$ cat src/rtl/cmt_clkgen_prog.sv
// Runtime M/D reprogramming controller for up to four DCM_CLKGEN channels.
// Optional lock-loss recovery: define CMT_LOCK_MONITOR_EN.
module cmt_clkgen_prog #(
  parameter int NUM_CH     = 2,
  parameter int TIMEOUT    = 4096,
  parameter int RST_CYCLES = 8
) (
  input  logic              i_clk,
  input  logic              i_rst_n,
  input  logic              i_cmd_valid,
  output logic              o_cmd_ready,
  input  logic [1:0]        i_cmd_ch,
  input  logic [7:0]        i_cmd_m,
  input  logic [7:0]        i_cmd_d,
  output logic [NUM_CH-1:0] o_progen,
  output logic              o_progdata,
  input  logic [NUM_CH-1:0] i_progdone,
  input  logic [NUM_CH-1:0] i_locked,
  output logic [NUM_CH-1:0] o_dcm_rst,
  output logic              o_busy,
  output logic [1:0]        o_err
);
  localparam int TW = $clog2(TIMEOUT + 1);
  localparam int RW = $clog2(RST_CYCLES + 1);
  localparam logic [TW-1:0] TMO_LAST = TW'(TIMEOUT - 1);
  localparam logic [RW-1:0] RST_LAST = RW'(RST_CYCLES - 1);
  localparam logic [2:0]    LP_NCH   = 3'(NUM_CH);

  typedef enum logic [3:0] {
    S_IDLE, S_LOAD_D, S_GAP1, S_LOAD_M, S_GAP2, S_GO, S_WAIT_DONE, S_WAIT_LOCK, S_RST
  } state_t;

  state_t            r_state, w_state;
  logic [1:0]        r_ch, w_ch;
  logic [7:0]        r_m, w_m, r_d, w_d;
  logic [3:0]        r_bit, w_bit, w_bit_inc;
  logic [TW-1:0]     r_tmo, w_tmo;
  logic [RW-1:0]     r_rcnt, w_rcnt;
  logic [NUM_CH-1:0] r_progen, w_progen, r_dcm_rst, w_dcm_rst;
  logic              r_progdata, w_progdata, r_busy, w_busy, r_ready, w_ready;
  logic [1:0]        r_err, w_err;
  logic [NUM_CH-1:0] r_done_s1, r_done_s2, r_lk_s1, r_lk_s2;
  logic [9:0]        w_seq_d, w_seq_m;
  logic              w_done_ch, w_lock_ch, w_illegal;
`ifdef CMT_LOCK_MONITOR_EN
  logic [NUM_CH-1:0] r_lk_q, r_pend, w_pend, w_lost, w_mask;
  logic [1:0]        w_lost_ch;
`endif

  function automatic logic [NUM_CH-1:0] f_oh(input logic [1:0] ch);
    f_oh = '0;
    for (int i = 0; i < NUM_CH; i++) f_oh[i] = (ch == 2'(i));
  endfunction

  // Serial frames go out LSB first: two header bits, then the 8-bit value.
  assign w_seq_d   = {r_d, 2'b01};
  assign w_seq_m   = {r_m, 2'b11};
  assign w_bit_inc = r_bit + 4'd1;
  assign w_done_ch = |(r_done_s2 & f_oh(r_ch));
  assign w_lock_ch = |(r_lk_s2 & f_oh(r_ch));
  assign w_illegal = ({1'b0, i_cmd_ch} >= LP_NCH) || (i_cmd_m == 8'd0);

`ifdef CMT_LOCK_MONITOR_EN
  // The channel under programming or reset is expected to lose lock; ignore it.
  assign w_mask = (r_state == S_IDLE) ? '1 : ~f_oh(r_ch);
  assign w_lost = r_pend | (r_lk_q & ~r_lk_s2 & w_mask);
  always_comb begin
    w_lost_ch = '0;
    for (int i = NUM_CH - 1; i >= 0; i--) if (w_lost[i]) w_lost_ch = 2'(i);
  end
`endif

  always_comb begin
    w_state = r_state; w_ch = r_ch; w_m = r_m; w_d = r_d; w_bit = r_bit;
    w_tmo = r_tmo; w_rcnt = r_rcnt; w_progen = r_progen; w_progdata = r_progdata;
    w_dcm_rst = r_dcm_rst; w_busy = r_busy; w_ready = r_ready; w_err = r_err;
`ifdef CMT_LOCK_MONITOR_EN
    w_pend = w_lost;
`endif
    case (r_state)
      S_IDLE: begin
        w_ready = 1'b1;
        w_busy  = 1'b0;
        if (i_cmd_valid && r_ready) begin
          if (w_illegal) w_err[1] = 1'b1;
          else begin
            w_state = S_LOAD_D; w_ch = i_cmd_ch; w_m = i_cmd_m; w_d = i_cmd_d;
            w_bit = '0; w_progen = f_oh(i_cmd_ch); w_progdata = 1'b1;
            w_busy = 1'b1; w_ready = 1'b0; w_err = 2'b00;
`ifdef CMT_LOCK_MONITOR_EN
            w_pend = w_lost & ~f_oh(i_cmd_ch);
`endif
          end
        end
`ifdef CMT_LOCK_MONITOR_EN
        else if (|w_lost) begin
          w_state = S_RST; w_ch = w_lost_ch; w_rcnt = '0;
          w_dcm_rst = f_oh(w_lost_ch); w_busy = 1'b1; w_ready = 1'b0;
          w_pend = w_lost & ~f_oh(w_lost_ch);
        end
`endif
      end
      S_LOAD_D, S_LOAD_M: begin
        if (r_bit == 4'd9) begin
          w_state = (r_state == S_LOAD_D) ? S_GAP1 : S_GAP2;
          w_progen = '0; w_progdata = 1'b0;
        end else begin
          w_bit = w_bit_inc;
          w_progdata = (r_state == S_LOAD_D) ? w_seq_d[w_bit_inc] : w_seq_m[w_bit_inc];
        end
      end
      S_GAP1: begin
        w_state = S_LOAD_M; w_bit = '0; w_progen = f_oh(r_ch); w_progdata = 1'b1;
      end
      S_GAP2: begin
        w_state = S_GO; w_progen = f_oh(r_ch); w_progdata = 1'b0;
      end
      S_GO: begin
        w_state = S_WAIT_DONE; w_progen = '0;
      end
      S_WAIT_DONE, S_WAIT_LOCK: begin
        // Condition is checked before the counter so it wins a same-cycle tie.
        if ((r_state == S_WAIT_DONE) ? w_done_ch : w_lock_ch) begin
          if (r_state == S_WAIT_DONE) w_state = S_WAIT_LOCK;
          else begin
            w_state = S_IDLE; w_busy = 1'b0; w_ready = 1'b1;
          end
        end else if (r_tmo == TMO_LAST) begin
          w_state = S_RST; w_err[0] = 1'b1; w_rcnt = '0; w_dcm_rst = f_oh(r_ch);
        end else w_tmo = r_tmo + 1'b1;
      end
      S_RST: begin
        if (r_rcnt == RST_LAST) begin
          w_state = S_IDLE; w_dcm_rst = '0; w_busy = 1'b0; w_ready = 1'b1;
        end else w_rcnt = r_rcnt + 1'b1;
      end
      default: w_state = S_IDLE;
    endcase
    if (w_state != r_state) w_tmo = '0;
  end

  always_ff @(posedge i_clk) begin
    if (!i_rst_n) begin
      r_state <= S_IDLE; r_ch <= '0; r_m <= '0; r_d <= '0; r_bit <= '0;
      r_tmo <= '0; r_rcnt <= '0; r_progen <= '0; r_progdata <= 1'b0;
      r_dcm_rst <= '0; r_busy <= 1'b0; r_ready <= 1'b0; r_err <= 2'b00;
      r_done_s1 <= '0; r_done_s2 <= '0; r_lk_s1 <= '0; r_lk_s2 <= '0;
`ifdef CMT_LOCK_MONITOR_EN
      r_lk_q <= '0; r_pend <= '0;
`endif
    end else begin
      r_state <= w_state; r_ch <= w_ch; r_m <= w_m; r_d <= w_d; r_bit <= w_bit;
      r_tmo <= w_tmo; r_rcnt <= w_rcnt; r_progen <= w_progen; r_progdata <= w_progdata;
      r_dcm_rst <= w_dcm_rst; r_busy <= w_busy; r_ready <= w_ready; r_err <= w_err;
      r_done_s1 <= i_progdone; r_done_s2 <= r_done_s1;
      r_lk_s1 <= i_locked; r_lk_s2 <= r_lk_s1;
`ifdef CMT_LOCK_MONITOR_EN
      r_lk_q <= r_lk_s2; r_pend <= w_pend;
`endif
    end
  end

  assign o_cmd_ready = r_ready;
  assign o_progen    = r_progen;
  assign o_progdata  = r_progdata;
  assign o_dcm_rst   = r_dcm_rst;
  assign o_busy      = r_busy;
  assign o_err       = r_err;
endmodule

$ cat config.mk
export PLATFORM = sky130hd
export DESIGN_NAME = cmt_clkgen_prog
export DESIGN_NICKNAME = d
export VERILOG_FILES = /design/src/rtl/cmt_clkgen_prog.sv
export SDC_FILE = /design/constraint.sdc
export NUM_CORES = 1
export LEC_CHECK = 0
export CORE_MARGIN = 4
export CORE_UTILIZATION = 42
export CTS_CLUSTER_SIZE = 10
export DETAILED_ROUTE_END_ITERATION = 16
export GPL_ROUTABILITY_DRIVEN = 0
export GPL_TIMING_DRIVEN = 0
export SLEW_MARGIN = 30
export SYNTH_ARGS = -nofsm -noshare
export SYNTH_HDL_FRONTEND = slang
export SYNTH_SLANG_ARGS = --single-unit
$ cat constraint.sdc
create_clock -name i_clk -period 2.09 [get_ports i_clk]
set_input_delay 0.627 -clock i_clk [delete_from_list [all_inputs] [get_ports i_clk]]
set_output_delay 0.627 -clock i_clk [all_outputs]
set_load 0.02 [all_outputs]
Yosys cells after proc, flatten, opt, wreduce, memory -nomap -nowiden
Cells that the tools add are included.
W data, S select, Z words.
{"block": "totals", "reg_bits": 60, "input_bits": 25, "output_inout_bits": 9, "elab_cells": 133}
{"block": "classes", "addsub": 3, "order_cmp": 2, "eq_ne": 24, "mux": 52, "bitwise_logic": 6, "n_reduce_logical": 28}
{"operator": "$mux W4", "count": 12}
{"operator": "$pmux W4 S7", "count": 1}
{"operator": "$mux W1", "count": 21}
{"operator": "$eq A4 B3 Y1 const B", "count": 5}
{"operator": "$ne A2 B2 Y1 const B", "count": 10}
{"operator": "$reduce_and A4 Y1", "count": 5}
{"operator": "$add A13 B1 Y13 const B", "count": 1}
{"operator": "$eq A13 B12 Y1 const B", "count": 1}
{"operator": "$mux W2", "count": 6}
{"operator": "$pmux W4 S3", "count": 1}
{"operator": "$reduce_or A2 Y1", "count": 6}
{"operator": "$reduce_and A3 Y1", "count": 3}
{"operator": "$add A4 B1 Y4 const B", "count": 2}
{"operator": "$bmux W1 S4", "count": 2}
{"operator": "$eq A4 B2 Y1 const B", "count": 2}
{"operator": "$eq A4 B4 Y1 const B", "count": 2}
{"operator": "$logic_not A8 Y1", "count": 1}
{"operator": "$pmux W2 S4", "count": 1}
{"operator": "$pmux W4 S2", "count": 1}
{"operator": "$reduce_bool A4 Y1", "count": 2}
{"operator": "$mux W3", "count": 2}
{"operator": "$pmux W1 S3", "count": 2}
{"operator": "$reduce_bool A3 Y1", "count": 2}
{"operator": "$lt A4 B5 Y1 const B", "count": 1}
{"operator": "16 further kinds", "count": 23}

Logic depth before layout (Yosys ltp)
{"block": "depth", "ltp_word": 8, "mapped_depth": 7, "ltp_nobuf": 7}

Worst setup path after synthesis
OpenSTA, ideal clock, no wires.
{"block": "synth_path", "path_kind": "in2reg", "start": "input port i_cmd_m[3]", "end": "register r_tmo[10]", "setup_time_ns": 0.078, "arrival_time_ns": 1.986, "t_required_ns": 2.012, "path_slack_ns": 0.026, "stages": 6, "n_path_buf": 1, "cell_sequence": "nor4_1 -> a211oi_2 -> nor4_1 -> o21bai_2 -> buf_4 -> nor3_1"}
{"block": "synth_between", "elab_chain_len": 7}
{"element": "start: declaration", "line": "13", "rtl": "input logic [7:0] i_cmd_m,"}
{"element": "$logic_not A8 Y1", "line": "61", "rtl": "assign w_illegal = ({1'b0, i_cmd_ch} >= LP_NCH) || (i_cmd_m == 8'd0);"}
{"element": "$logic_or A1 B1 Y1", "line": "61"}
{"element": "$mux W4", "line": "85", "rtl": "if (w_illegal) w_err[1] = 1'b1;"}
{"element": "$mux W4", "line": "84", "rtl": "if (i_cmd_valid && r_ready) begin"}
{"element": "$pmux W4 S7", "line": "80", "rtl": "case (r_state)"}
{"element": "$ne A4 B4 Y1", "line": "139", "rtl": "if (w_state != r_state) w_tmo = '0;"}
{"element": "$reduce_or A2 Y1 (no line)"}
{"element": "end signal: assignment", "line": "153", "rtl": "r_tmo <= w_tmo; r_rcnt <= w_rcnt; r_progen <= w_progen; r_progdata <= w_progdata;"}
{"element": "end: declaration", "line": "37", "rtl": "logic [TW-1:0] r_tmo, w_tmo;"}
No other way between the ends.
A chain may end at the register's enable or synchronous reset.

Worst setup path in the final report
{"block": "layout_path", "start": "input port i_cmd_m[2]", "end": "register r_tmo[1]"}
The elaborated chain is that of the path after synthesis.

==> impl_metrics.tcl <==
set metrics [dict create \
    outcome "finished, final reports clean" \
    grt_usage 0.182 \
    tritoncts "built" \
    fmaxAchievable_mhz 496 \
    timing.critical_path.arrival_ns 2.26 \
    yosysUniqueCellTypes 61 \
    grt_pass1_vias 2557 \
    ios 34 \
    register_area_sq_mm 0.00121 \
    hold_path.class "flip-flop to flip-flop" \
    cts_num_sinks 60 \
    design.core.area_sq_mm 0.00691 \
    syn_to_final_growth_pct 29.2 \
    dr_total_vias 2738 \
    layout.cells.most_common "sky130_fd_sc_hd__dfxtp_1" \
    multiInputGateArea_sq_mm 0.00187 \
    fp.dieArea_sq_mm 0.00869 \
    drive_above_1_share 0.181 \
    synth-edff-count 0 \
    grt_setup_unrepaired "yes" \
    die_width_um 93.2 \
    number_of_synthesized_register_bits 60 \
    hold_viol_final 0 \
    start_util 0.442 \
    viasPerCell 5.36 \
    worst_slew_margin_rel 0.671 \
    numPortBuffers 33 \
    grt_first_pass_wirelength_um 12500 \
    worstRegToRegCells 6 \
    finalSetupViolations 0 \
    postSynthCellCount 358 \
    maxSlewViolCount 0 \
    drv.max_cap_violation_count 0 \
    required_ns 2.34 \
    path_max_fanout 10 \
    h-tree-depth 3 \
    diodes 0 \
    ys_async_sr_fraction 0 \
    synth.avg_cell_area_sq_um 8.52 \
    design_area_sq_mm 0.00394 \
    clk_root_buffer_cell "sky130_fd_sc_hd__clkbuf_8" \
    antenna_left 0 \
    postSynth.topFlopCell "sky130_fd_sc_hd__dfxtp_1" \
    routed_wl_um 7540 \
    wire_per_inst_um 14.8 \
    grt_start_max_net_pins 11 \
    setup-tns-final_ns 0 \
    setup.worst_path.end_class "flip-flop" \
    clk_pin_slew_worst_setup_hold_paths_ns 0.07 \
    finalCritPeriodShare 0.965 \
    worst-slew-pin-transition_ns 0.489 \
    insertion_delay_ns 0.33 \
    vdd_ir_drop_max_v 0.000387 \
    cts_buffers 9 \
    hpwlAfterDp_um 5440 \
    hold_depth 1 \
    cp-start-kind "input port" \
    synth_nets 387 \
    residual_overflow_from_global_routing 0 \
    max_clock_buf_depth 2 \
    finalWorstPathRequiredPeriod_ns 2.02 \
    final_net_count 441 \
    drc 0 \
    power.density_cell_area_mw_per_mm2 607 \
    post_synth_instance_area_sq_mm 0.00305 \
    fp.dieH_um 93.2 \
    rows 30 \
    power.leakage_nw 1.41 \
    firstDrtPassIters 4 \
    ys_seq_area_frac 0.394 \
    initialDrtViolationCount 231 \
    worst_clock_skew_ns 0.0109 \
    postPlaceCellArea_sq_mm 0.00350 \
    initial_antenna_violation_count 0 \
    criticalPathCategory "input port to flip-flop" \
    final.fill_count 683 \
    ys.warnings.count 0 \
    mostFrequentLayoutCells "53 x sky130_fd_sc_hd__dfxtp_1, 48 x sky130_fd_sc_hd__nand2_1, 27 x sky130_fd_sc_hd__clkdlybuf4s50_1, 20 x sky130_fd_sc_hd__a21boi_0, 19 x sky130_fd_sc_hd__nor2_1" \
]
-- layer usage --
layer	share of wire	routed length, um	vias up	GRT usage
met2	0.43	3240	60	0.265
met5	0	0	-	0
met4	0.0090	68	0	0.0562
met1	0.52	3900	1287	0.261
met3	0.043	325	6	0.0467
li1	-	-	1385	-
-- power by group --
part / internal (W) / total [W] / switching [W]
logic: 0.000127 / 0.000252 / 0.000125
clock network: 0.000534 / 0.000954 / 0.000420
registers: 0.00117 / 0.00118 / 0.0000163
-- Yosys cell counts, types with 9 or more instances --
cell | count | area [sq um]
sky130_fd_sc_hd__o21ai_0 | 12 | 60.1
sky130_fd_sc_hd__inv_1 | 11 | 41.3
sky130_fd_sc_hd__nor3_1 | 17 | 85.1
sky130_fd_sc_hd__xnor2_1 | 10 | 87.6
sky130_fd_sc_hd__a21oi_1 | 11 | 55.1
sky130_fd_sc_hd__nand3_1 | 9 | 45.0
sky130_fd_sc_hd__a21boi_0 | 20 | 150
sky130_fd_sc_hd__clkbuf_1 | 16 | 60.1
sky130_fd_sc_hd__nor2b_1 | 9 | 56.3
sky130_fd_sc_hd__nor2_1 | 19 | 71.3
sky130_fd_sc_hd__nand2_1 | 48 | 180
sky130_fd_sc_hd__nor4_1 | 9 | 56.3
sky130_fd_sc_hd__dfxtp_1 | 60 | 1200
sky130_fd_sc_hd__and2_1 | 9 | 56.3
sky130_fd_sc_hd__mux2i_1 | 9 | 90.1
-- final cells by class --
class / count / area share
buffer: 19 / 0.0244
clock buffer: 11 / 0.0333
clock inverter: 3 / 0.0102
inverter: 11 / 0.0105
multi-input combinational: 267 / 0.474
sequential: 60 / 0.308
tap: 96 / 0.0305
timing repair buffer: 44 / 0.109
-- kinds of logic after synthesis --
family	share of synthesized area
xor+xnor	0.0402
mux	0.0443
simple gates	0.279
buf+inv	0.0406
flops	0.394
compound gates	0.185
fa+ha+maj	0.0164
-- sequential cells by signal, summed over array words and instances, names as in the netlist --
| register | cells |
|---|---|
| r_done_s2 | 2 |
| r_ch | 2 |
| r_m | 8 |
| o_progdata | 1 |
| o_cmd_ready | 1 |
| o_progen | 2 |
| o_busy | 1 |
| r_tmo | 13 |
| o_dcm_rst | 2 |
| o_err | 2 |
| r_lk_s1 | 2 |
| r_d | 8 |
| r_state | 4 |
| r_done_s1 | 2 |
| r_bit | 4 |
| r_rcnt | 4 |
| r_lk_s2 | 2 |
-- per-stage QoR --
stage          cells  hold WS, ns  worst slack [ns]  utilization  total power [W]
2_1_floorplan    358        0.412            0.0260            -          0.00133
3_3_place_gp     487        0.415            -0.818        0.507          0.00144
3_5_place_dp     487        0.420            -0.845        0.507          0.00144
4_1_cts          509        0.436          0.000874        0.557          0.00241
5_1_grt          511        0.462           -0.0559        0.571          0.00249
6_report         511        0.437            0.0728        0.571          0.00239
-- worst max-delay path: stages --
cell                              delay [ns]
sky130_fd_sc_hd__clkdlybuf4s50_1        0.47
sky130_fd_sc_hd__nor4_4                 0.20
sky130_fd_sc_hd__buf_4                  0.17
sky130_fd_sc_hd__a211oi_4               0.06
sky130_fd_sc_hd__nor4_2                 0.27
sky130_fd_sc_hd__o21bai_2               0.13
sky130_fd_sc_hd__buf_6                  0.16
sky130_fd_sc_hd__nor3_1                 0.17
-- path summary, 6_finish.rpt --
kind,endpoint,slack (ns),start
setup / recovery,r_tmo[1],0.07,i_cmd_m[2]
hold / removal,r_done_s2[1],0.44,r_done_s1[1]
setup reg to reg,r_tmo[4],0.08,r_ch[0]
hold reg to reg,r_done_s2[1],0.44,r_done_s1[1]
-- timing repair --
action / in CTS / in global routing
buffers inserted: 9 / 2
resized for setup: 27 / 25
endpoints found under the setup margin: 42 / 27
pin swaps: 9 / 7
gates cloned: 0 / 0
hold buffers: 0 / 0
Power figures use the tool's default switching activity.
